### config.mk
export PLATFORM = sky130hd
export DESIGN_NAME = ula_controle_multiciclo
export DESIGN_NICKNAME = d
export VERILOG_FILES = /design/src/rtl/ula_controle_multiciclo.sv
export SDC_FILE = /design/constraint.sdc
export NUM_CORES = 1
export LEC_CHECK = 0
export ABC_AREA = 0
export BUFFER_PORTS_ARGS = -buffer_cell sky130_fd_sc_hd__buf_2
export CORE_MARGIN = 2
export CORE_UTILIZATION = 50
export DETAILED_ROUTE_END_ITERATION = 6
export PLACE_DENSITY = 0.78
export SYNTH_ARGS = -nofsm -noshare
export SYNTH_HDL_FRONTEND = slang
export SYNTH_SLANG_ARGS = --single-unit
### constraint.sdc
create_clock -name clock -period 3.9 [get_ports clock]
set_input_delay 0.39 -clock clock [delete_from_list [all_inputs] [get_ports clock]]
set_output_delay 0.39 -clock clock [all_outputs]
set_load 0.005 [all_outputs]
### src/rtl/ula_controle_multiciclo.sv
// ---------------------------------------------------------------------------
// ula_controle_multiciclo
//   Multicycle control FSM for the 8-bit NRISC processor. It sequences
//   fetch / decode / execute / memory / writeback. It also steers the single
//   shared ULA, which is reused for PC+1, the branch target and the address
//   calculation. Memory is reached over a req/ack handshake with a bounded
//   wait.
//
// Handshake: mem_req (with mem_we/addr_src) rises on entry to a memory state.
//   These lines are held steady until mem_ack is sampled high on a rising
//   edge. The edge that samples mem_ack completes the transfer.
//   When mem_ack has not arrived after WAIT_MAX waiting cycles, the FSM parks
//   in HALT with bus_err set. mem_ack is ignored outside memory states.
//
// Ports
//   clock, resetn   rising-edge clock, asynchronous active-low reset
//   instr[7:0]      instruction register (opcode = instr[7:4])
//   zero            ULA zero flag
//   mem_ack         memory done
//   mem_req/mem_we/addr_src          memory request controls
//   ir_write/pc_write/pc_src         IR / PC load controls
//   ula_src_a/ula_src_b/ula_op       shared ULA operand and operation select
//   reg_write/reg_dst/mem_to_reg     register file write controls
//   halted/illegal/bus_err           sticky status
//   state_dbg[3:0]                   current state encoding
// ---------------------------------------------------------------------------
module ula_controle_multiciclo #(
  parameter int OPW      = 4,
  parameter int WAIT_MAX = 15
) (
  input  logic       clock,
  input  logic       resetn,
  input  logic [7:0] instr,
  input  logic       zero,
  input  logic       mem_ack,
  output logic       mem_req,
  output logic       mem_we,
  output logic       addr_src,
  output logic       ir_write,
  output logic       pc_write,
  output logic [1:0] pc_src,
  output logic       ula_src_a,
  output logic [1:0] ula_src_b,
  output logic [2:0] ula_op,
  output logic       reg_write,
  output logic       reg_dst,
  output logic       mem_to_reg,
  output logic       halted,
  output logic       illegal,
  output logic       bus_err,
  output logic [3:0] state_dbg
);

  typedef enum logic [3:0] {
    S_IDLE      = 4'd0,
    S_FETCH     = 4'd1,
    S_DECODE    = 4'd2,
    S_EXEC_R    = 4'd3,
    S_EXEC_I    = 4'd4,
    S_WB_ALU    = 4'd5,
    S_MEM_ADDR  = 4'd6,
    S_MEM_READ  = 4'd7,
    S_WB_MEM    = 4'd8,
    S_MEM_WRITE = 4'd9,
    S_BRANCH    = 4'd10,
    S_JUMP      = 4'd11,
    S_HALT      = 4'd12
  } state_t;

  localparam logic [OPW-1:0] OP_ADDI = OPW'(5);
  localparam logic [OPW-1:0] OP_SUBI = OPW'(6);
  localparam logic [OPW-1:0] OP_SLTI = OPW'(7);
  localparam logic [OPW-1:0] OP_LW   = OPW'(8);
  localparam logic [OPW-1:0] OP_SW   = OPW'(9);
  localparam logic [OPW-1:0] OP_BEQ  = OPW'(10);
  localparam logic [OPW-1:0] OP_BNE  = OPW'(11);
  localparam logic [OPW-1:0] OP_J    = OPW'(12);
  localparam logic [OPW-1:0] OP_HALT = OPW'(15);
  localparam logic [7:0]     WAIT_LIM = 8'(WAIT_MAX);

  state_t         state_q, state_d;
  logic [7:0]     wait_q, wait_d;
  logic           illegal_q, illegal_d;
  logic           bus_err_q, bus_err_d;
  logic [OPW-1:0] opcode;
  logic           is_itype;
  logic           in_mem;
  logic           timeout;

  assign opcode   = instr[7 -: OPW];
  assign is_itype = (opcode == OP_ADDI) || (opcode == OP_SUBI) || (opcode == OP_SLTI);
  assign in_mem   = (state_q == S_FETCH) || (state_q == S_MEM_READ) || (state_q == S_MEM_WRITE);
  // The last accepted ack arrives with wait_q == WAIT_MAX; no ack then is the timeout.
  assign timeout  = in_mem && !mem_ack && (wait_q == WAIT_LIM);

  always_ff @(posedge clock or negedge resetn) begin
    if (!resetn) begin
      state_q   <= S_IDLE;
      wait_q    <= 8'd0;
      illegal_q <= 1'b0;
      bus_err_q <= 1'b0;
    end else begin
      state_q   <= state_d;
      wait_q    <= wait_d;
      illegal_q <= illegal_d;
      bus_err_q <= bus_err_d;
    end
  end

  always_comb begin
    state_d    = state_q;
    illegal_d  = illegal_q;
    bus_err_d  = bus_err_q;
    mem_req    = 1'b0;
    mem_we     = 1'b0;
    addr_src   = 1'b0;
    ir_write   = 1'b0;
    pc_write   = 1'b0;
    pc_src     = 2'b00;
    ula_src_a  = 1'b0;
    ula_src_b  = 2'b00;
    ula_op     = 3'b000;
    reg_write  = 1'b0;
    reg_dst    = 1'b0;
    mem_to_reg = 1'b0;

    case (state_q)
      S_IDLE: state_d = S_FETCH;

      S_FETCH: begin
        mem_req = 1'b1;
        if (mem_ack) begin
          // PC+1 on the ULA, written to PC in the same cycle the IR loads.
          ir_write  = 1'b1;
          pc_write  = 1'b1;
          ula_src_b = 2'b01;
          state_d   = S_DECODE;
        end
      end

      S_DECODE: begin
        // Branch target is precomputed here into ALUOut.
        ula_src_b = 2'b10;
        if (opcode <= OPW'(4))                          state_d = S_EXEC_R;
        else if (is_itype)                              state_d = S_EXEC_I;
        else if (opcode == OP_LW || opcode == OP_SW)    state_d = S_MEM_ADDR;
        else if (opcode == OP_BEQ || opcode == OP_BNE)  state_d = S_BRANCH;
        else if (opcode == OP_J)                        state_d = S_JUMP;
        else if (opcode == OP_HALT)                     state_d = S_HALT;
        else begin
          illegal_d = 1'b1;
          state_d   = S_HALT;
        end
      end

      S_EXEC_R: begin
        ula_src_a = 1'b1;
        ula_op    = opcode[2:0];
        state_d   = S_WB_ALU;
      end

      S_EXEC_I: begin
        ula_src_b = 2'b10;
        if (opcode == OP_SUBI)      ula_op = 3'b001;
        else if (opcode == OP_SLTI) ula_op = 3'b100;
        else                        ula_op = 3'b000;
        state_d = S_WB_ALU;
      end

      S_WB_ALU: begin
        reg_write = 1'b1;
        reg_dst   = is_itype;
        state_d   = S_FETCH;
      end

      S_MEM_ADDR: begin
        ula_src_a = 1'b1;
        ula_src_b = 2'b10;
        state_d   = (opcode == OP_SW) ? S_MEM_WRITE : S_MEM_READ;
      end

      S_MEM_READ: begin
        mem_req  = 1'b1;
        addr_src = 1'b1;
        if (mem_ack) state_d = S_WB_MEM;
      end

      S_WB_MEM: begin
        reg_write  = 1'b1;
        mem_to_reg = 1'b1;
        reg_dst    = 1'b1;
        state_d    = S_FETCH;
      end

      S_MEM_WRITE: begin
        mem_req  = 1'b1;
        mem_we   = 1'b1;
        addr_src = 1'b1;
        if (mem_ack) state_d = S_FETCH;
      end

      S_BRANCH: begin
        ula_src_a = 1'b1;
        ula_op    = 3'b001;
        pc_src    = 2'b01;
        pc_write  = ((opcode == OP_BEQ) && zero) || ((opcode == OP_BNE) && !zero);
        state_d   = S_FETCH;
      end

      S_JUMP: begin
        pc_write = 1'b1;
        pc_src   = 2'b10;
        state_d  = S_FETCH;
      end

      S_HALT: state_d = S_HALT;

      default: state_d = S_IDLE;
    endcase

    if (timeout) begin
      state_d   = S_HALT;
      bus_err_d = 1'b1;
    end
  end

  // Counts waiting cycles; restarts on every state change so each memory
  // state gets its own budget.
  always_comb begin
    wait_d = 8'd0;
    if (in_mem && (state_d == state_q)) wait_d = wait_q + 8'd1;
  end

  assign halted    = (state_q == S_HALT);
  assign illegal   = illegal_q;
  assign bus_err   = bus_err_q;
  assign state_dbg = state_q;

endmodule
Word-level counts from Yosys, hierarchy flattened
Cells that the tools add are included.
- bits of input ports: 12
- bits in registers: 14
- word-level logic and storage cells: 86
- output and inout port bits: 23
- add/sub/neg operators: 1
- magnitude comparators: 1
- bitwise gates (word level): 6
- reduce and logical (&&, ||, !) cells: 23
- muxes and demuxes: 28
- equality and inequality tests: 23
- operators with widths (operator ; count):
    == test 4 bit (second input constant) ; 11
    two-way mux 4 bit ; 8
    one-hot mux 4 bit (8 select lines) ; 1
    == test 4 x 3 -> 1 bit (second input constant) ; 7
    two-way mux 3 bit ; 4
    two-way mux 1 bit ; 9
    one-hot mux 3 bit (3 select lines) ; 1
    OR reduction 3 bit ; 3
    adder 8 x 1 -> 8 bit (second input constant) ; 1
    == test 4 x 2 -> 1 bit (second input constant) ; 2
    == test 8 x 4 -> 1 bit (second input constant) ; 1
    two-way mux 8 bit ; 1
    one-hot mux 2 bit (2 select lines) ; 2
    logical OR 1 bit ; 7
    AND reduction 7 bit ; 1
    NOT 1 bit ; 6
    OR reduction 2 bit ; 3
    logical AND 1 bit ; 5
    OR reduction 5 bit ; 1
    == test 4 x 1 -> 1 bit (second input constant) ; 1
    == test 4 bit ; 1
    less-or-equal comparator 4 x 3 -> 1 bit (second input constant) ; 1
    logical NOT 4 bit ; 1
    one-hot mux 1 bit (3 select lines) ; 1
    other kinds (2) ; 3

Logic depth before layout (Yosys ltp)
- depth after elaboration: 11
- gate-level depth with buffers: 7

Least setup slack after synthesis
OpenSTA, ideal clock, no wires.
- kind: register to register
- start: reg wait_q[0]
- end: reg wait_q[1]
- buffers on the path: 1
- cell stages (with the launch flop): 8
- path slack: 2.065 ns
- period minus slack after synthesis: 1.835 ns
- arrival: 1.715 ns
- path through: dfrtp_1 -> ha_1 -> nand3_1 -> or4_4 -> o21ai_2 -> o21ba_1 -> buf_6 -> and3b_1
- longest elaborated chain between the ends: 6
- elaborated cells between the ends (all ways): 7
- classes of those cells: add/sub: 1; eq/ne: 2; mux: 2; reduce/logical: 2
- RTL lines (element ; RTL line ; text):
    start, declared ; 82 ; logic [7:0] wait_q, wait_d;
    start signal, assigned ; 104 ; wait_q <= wait_d;
    == test 8 x 4 -> 1 bit ; 94 ; assign timeout = in_mem && !mem_ack && (wait_q == WAIT_LIM);
    logical AND 1 bit ; 94 ;
    two-way mux 4 bit ; 221 ; if (timeout) begin
    == test 4 bit ; 231 ; if (in_mem && (state_d == state_q)) wait_d = wait_q + 8'd1;
    logical AND 1 bit ; 231 ;
    two-way mux 8 bit (*) ; 231 ;
    via wait_d[1] ; 82 ;
Mark *: on every way through the listed nets, which the timed path passes. The rest lies on a longest branch.
A chain may end at the register's enable or synchronous reset.

Final worst setup path
- start: reg state_q[2], in the netlist state_dbg[2]
- end: out ula_op[2]
- longest elaborated chain between the ends: 2
- elaborated cells between the ends (all ways): 4
- classes of those cells: eq/ne: 3; mux: 1
- RTL lines (element ; RTL line ; text):
    start, declared ; 81 ; state_t state_q, state_d;
    start signal, assigned ; 103 ; state_q <= state_d;
    == test 4 bit, or another cell as far along ; 127 ; case (state_q)
    one-hot mux 3 bit (3 select lines) (*) ; 127 ;
    end, declared ; 44 ; output logic [2:0] ula_op,
Every way passes the cells marked *; elsewhere a longest branch is shown, timed or not.

==> impl_metrics.json <==
{
  "clkLatencyLatePin_ns": 0.27,
  "fin_util_pct": 58.7,
  "whs_ns": 0.00117,
  "synth_xor_area_share_pct": 6.29,
  "ys.flop_type": "dfrtp_1",
  "power.leakage_nw": 0.601,
  "ant_nets": 0,
  "slowest_stage": "dfrtp_1",
  "synth_top_area_cell": "dfrtp_1",
  "cp.arrival_ns": 2.11,
  "cts_buffer_depth": 2,
  "core_mm2": 0.00217,
  "cts_max_level": 1,
  "wl_per_cell_um": 13.7,
  "synth_top_family_by_area": "simple AND/OR/NAND/NOR gates",
  "dr.pass1.iters": 4,
  "diodes": 0,
  "synth_area_leaders": "dfrtp_1, nor3b_1, nand2_1",
  "crit_type": "reg -> out",
  "crit_fanout": 24,
  "maxCapViolations": 0,
  "ctsResizeCount": 0,
  "synth_mux_area_share_pct": 0.898,
  "startpoint_type": "register",
  "initial_utilization_pct": 51.4,
  "cpLargestDelayFamily": "simple AND/OR/NAND/NOR gates",
  "grt_pass1_vias": 988,
  "seq_area_frac_synth_pct": 31.4,
  "io_pins": 35,
  "fmax_mhz": 401,
  "syn_nets": 152,
  "dieArea_mm2": 0.00262,
  "synth-edff-count": 0,
  "placed_cell_area_mm2": 0.00125,
  "antenna_found_initial": 0,
  "setup_viol": 0,
  "fin_cells": 190,
  "synthesis.area_mm2": 0.00111,
  "rows": 17,
  "grt_overflow": 0,
  "power_mw": 0.667,
  "fin_setup_tns_ns": 0,
  "cts_tree": "yes",
  "crit_path_cell_trace": "nand2b_1 > nor4_1 > a21oi_1 > nor2b_1 > buf_2",
  "n_fill_cell": 193,
  "fin_skew_ns": 0.00458,
  "vias": 1117,
  "synth_top_area_share_pct": 31.4,
  "synthCells": 139,
  "cp-end-kind": "output port",
  "fin_nets": 177,
  "cts_setup_buffers": 0,
  "syn_to_final_growth_pct": 14.1,
  "yosys_warnings": 0,
  "syn-mean-instance-area_um2": 8.02,
  "pwr_density_cell_mw_per_mm2": 524,
  "track_usage_pct": 20.2,
  "dp_slack_ns": 1.54,
  "hold_class": "in -> async",
  "grt_max_degree": 27,
  "synth-seq-cells": 14,
  "ir_drop_mv": 0.286,
  "slowest_delay_ns": 0.78,
  "numPortBuffers": 30,
  "rsz0062_at_grt": "no",
  "numCtsBuffers": 3,
  "drt-vias-per-instance": 5.88,
  "dp_hpwl_um": 1860,
  "outcome": "completed",
  "die_height_um": 51.2,
  "async_flop_share_pct": 100,
  "stdcell_area_mm2": 0.00127,
  "final-hold-violation-count": 0,
  "synthAdderAreaFrac_pct": 1.12,
  "synth_compound_area_share_pct": 18.2,
  "drc_errors": 0,
  "synth-simple-area-share_pct": 36.3,
  "cts.hold.buffers_added": 0,
  "finalCriticalPeriod_ns": 2.50,
  "final_layout_size_suffix_gt1_share_pct": 25.3,
  "yosysUniqueCellTypes": 46,
  "finalCritPeriodShare_pct": 64.0,
  "gp_congestion": 0.901,
  "path_clk_slew_ns": 0.08,
  "root_buffer": "clkbuf_4",
  "dp.cells": 187,
  "grt_pass1_wl_um": 4150,
  "worst_pin_slew_ns": 0.744,
  "worst_slack_ns": 1.40,
  "die_w_um": 51.2,
  "critPathBufInv": 1,
  "cp.required_ns": 3.51,
  "routed_wl_um": 2600,
  "slew_headroom_pct": 50.4,
  "clock-sinks": 14,
  "slew_viol_final": 0,
  "first_iter_violations": 23
}
[placed cells by master (no fill, tap or decap), drive strengths merged, types with 3 or more instances in the layout]
cell type,netlist,routed
xnor2,4,4
a31oi,3,3
or3,3,3
and3,4,4
xor2,4,4
nor2,9,9
a21oi,6,6
buf,5,30
clkbuf,5,3
nor3,8,8
o21ai,9,9
nor3b,8,8
nand2b,6,6
inv,3,3
dfrtp,14,14
nand3,8,8
nand2,12,12
[cells in the mapped netlist, drive strengths merged (2+ instances only)]
library cell / count
nand3: 8
buf: 5
clkbuf: 5
nor2: 9
nand2: 12
xnor2: 4
a21oi: 6
or4: 2
dfrtp: 14
nor3: 8
inv: 3
and3: 4
nor2b: 2
o21ai: 9
nand2b: 6
or3: 3
nor3b: 8
a31oi: 3
or2: 2
xor2: 4
and3b: 2
o211ai: 2
[sequential cells by signal (all words and copies together) (netlist names)]
name       count
bus_err        1
illegal        1
state_dbg      4
wait_q         8
[worst reg2reg max path, cell delays in order, from the launching register on]
cell and delay (ns):
dfrtp_1 0.83, nand2b_1 0.18, or4_4 0.53, o221ai_2 0.20, o21ba_1 0.34, and3b_1 0.22
[where the power goes]
group	switching [mW]	internal, mW	total (mW)	leakage, nW
clock	0.0402	0.0356	0.0758	0.0138
combinational	0.174	0.158	0.331	0.402
sequential	0.0907	0.169	0.260	0.185
[logic make-up after synthesis]
group                    count (synthesis)
multiplexers                             1
AND/OR/NAND/NOR                         71
AO/OA/AOI/OAI                           30
adder cells (fa/ha/maj)                  1
buffers and inverters                   14
XOR/XNOR                                 8
flip-flops                              14
[layer usage]
metal  track usage, %  wire length (um)
met4             10.1                38
met3             1.17               112
met1             26.0              1170
met5                0                 0
met2             34.4              1280
[cell type report]
| type | count | area, um2 | share of cell area (%) |
|---|---|---|---|
| Inverter | 4 | 15.0 | 1.18 |
| Timing Repair Buffer | 30 | 150 | 11.8 |
| Clock buffer | 3 | 22.5 | 1.77 |
| Sequential cell | 14 | 350 | 27.5 |
| Multi-Input combinational cell | 111 | 699 | 55.0 |
| Tap cell | 28 | 35.0 | 2.75 |
[path summary, 6_finish.rpt]
kind                               from            to  slack [ns]  cells past startpoint
min                              resetn  state_dbg[2]       0.001                      1
max reg2reg                state_dbg[1]     wait_q[1]        1.50                      5
max                        state_dbg[2]     ula_op[2]        1.40                      5
min reg2reg                     illegal       illegal        0.47                      1
min in group clock             instr[6]       illegal        0.42                      3
max in group asynchronous        resetn       illegal        3.66                      1
No activity file was read; power rests on OpenSTA's default activity.
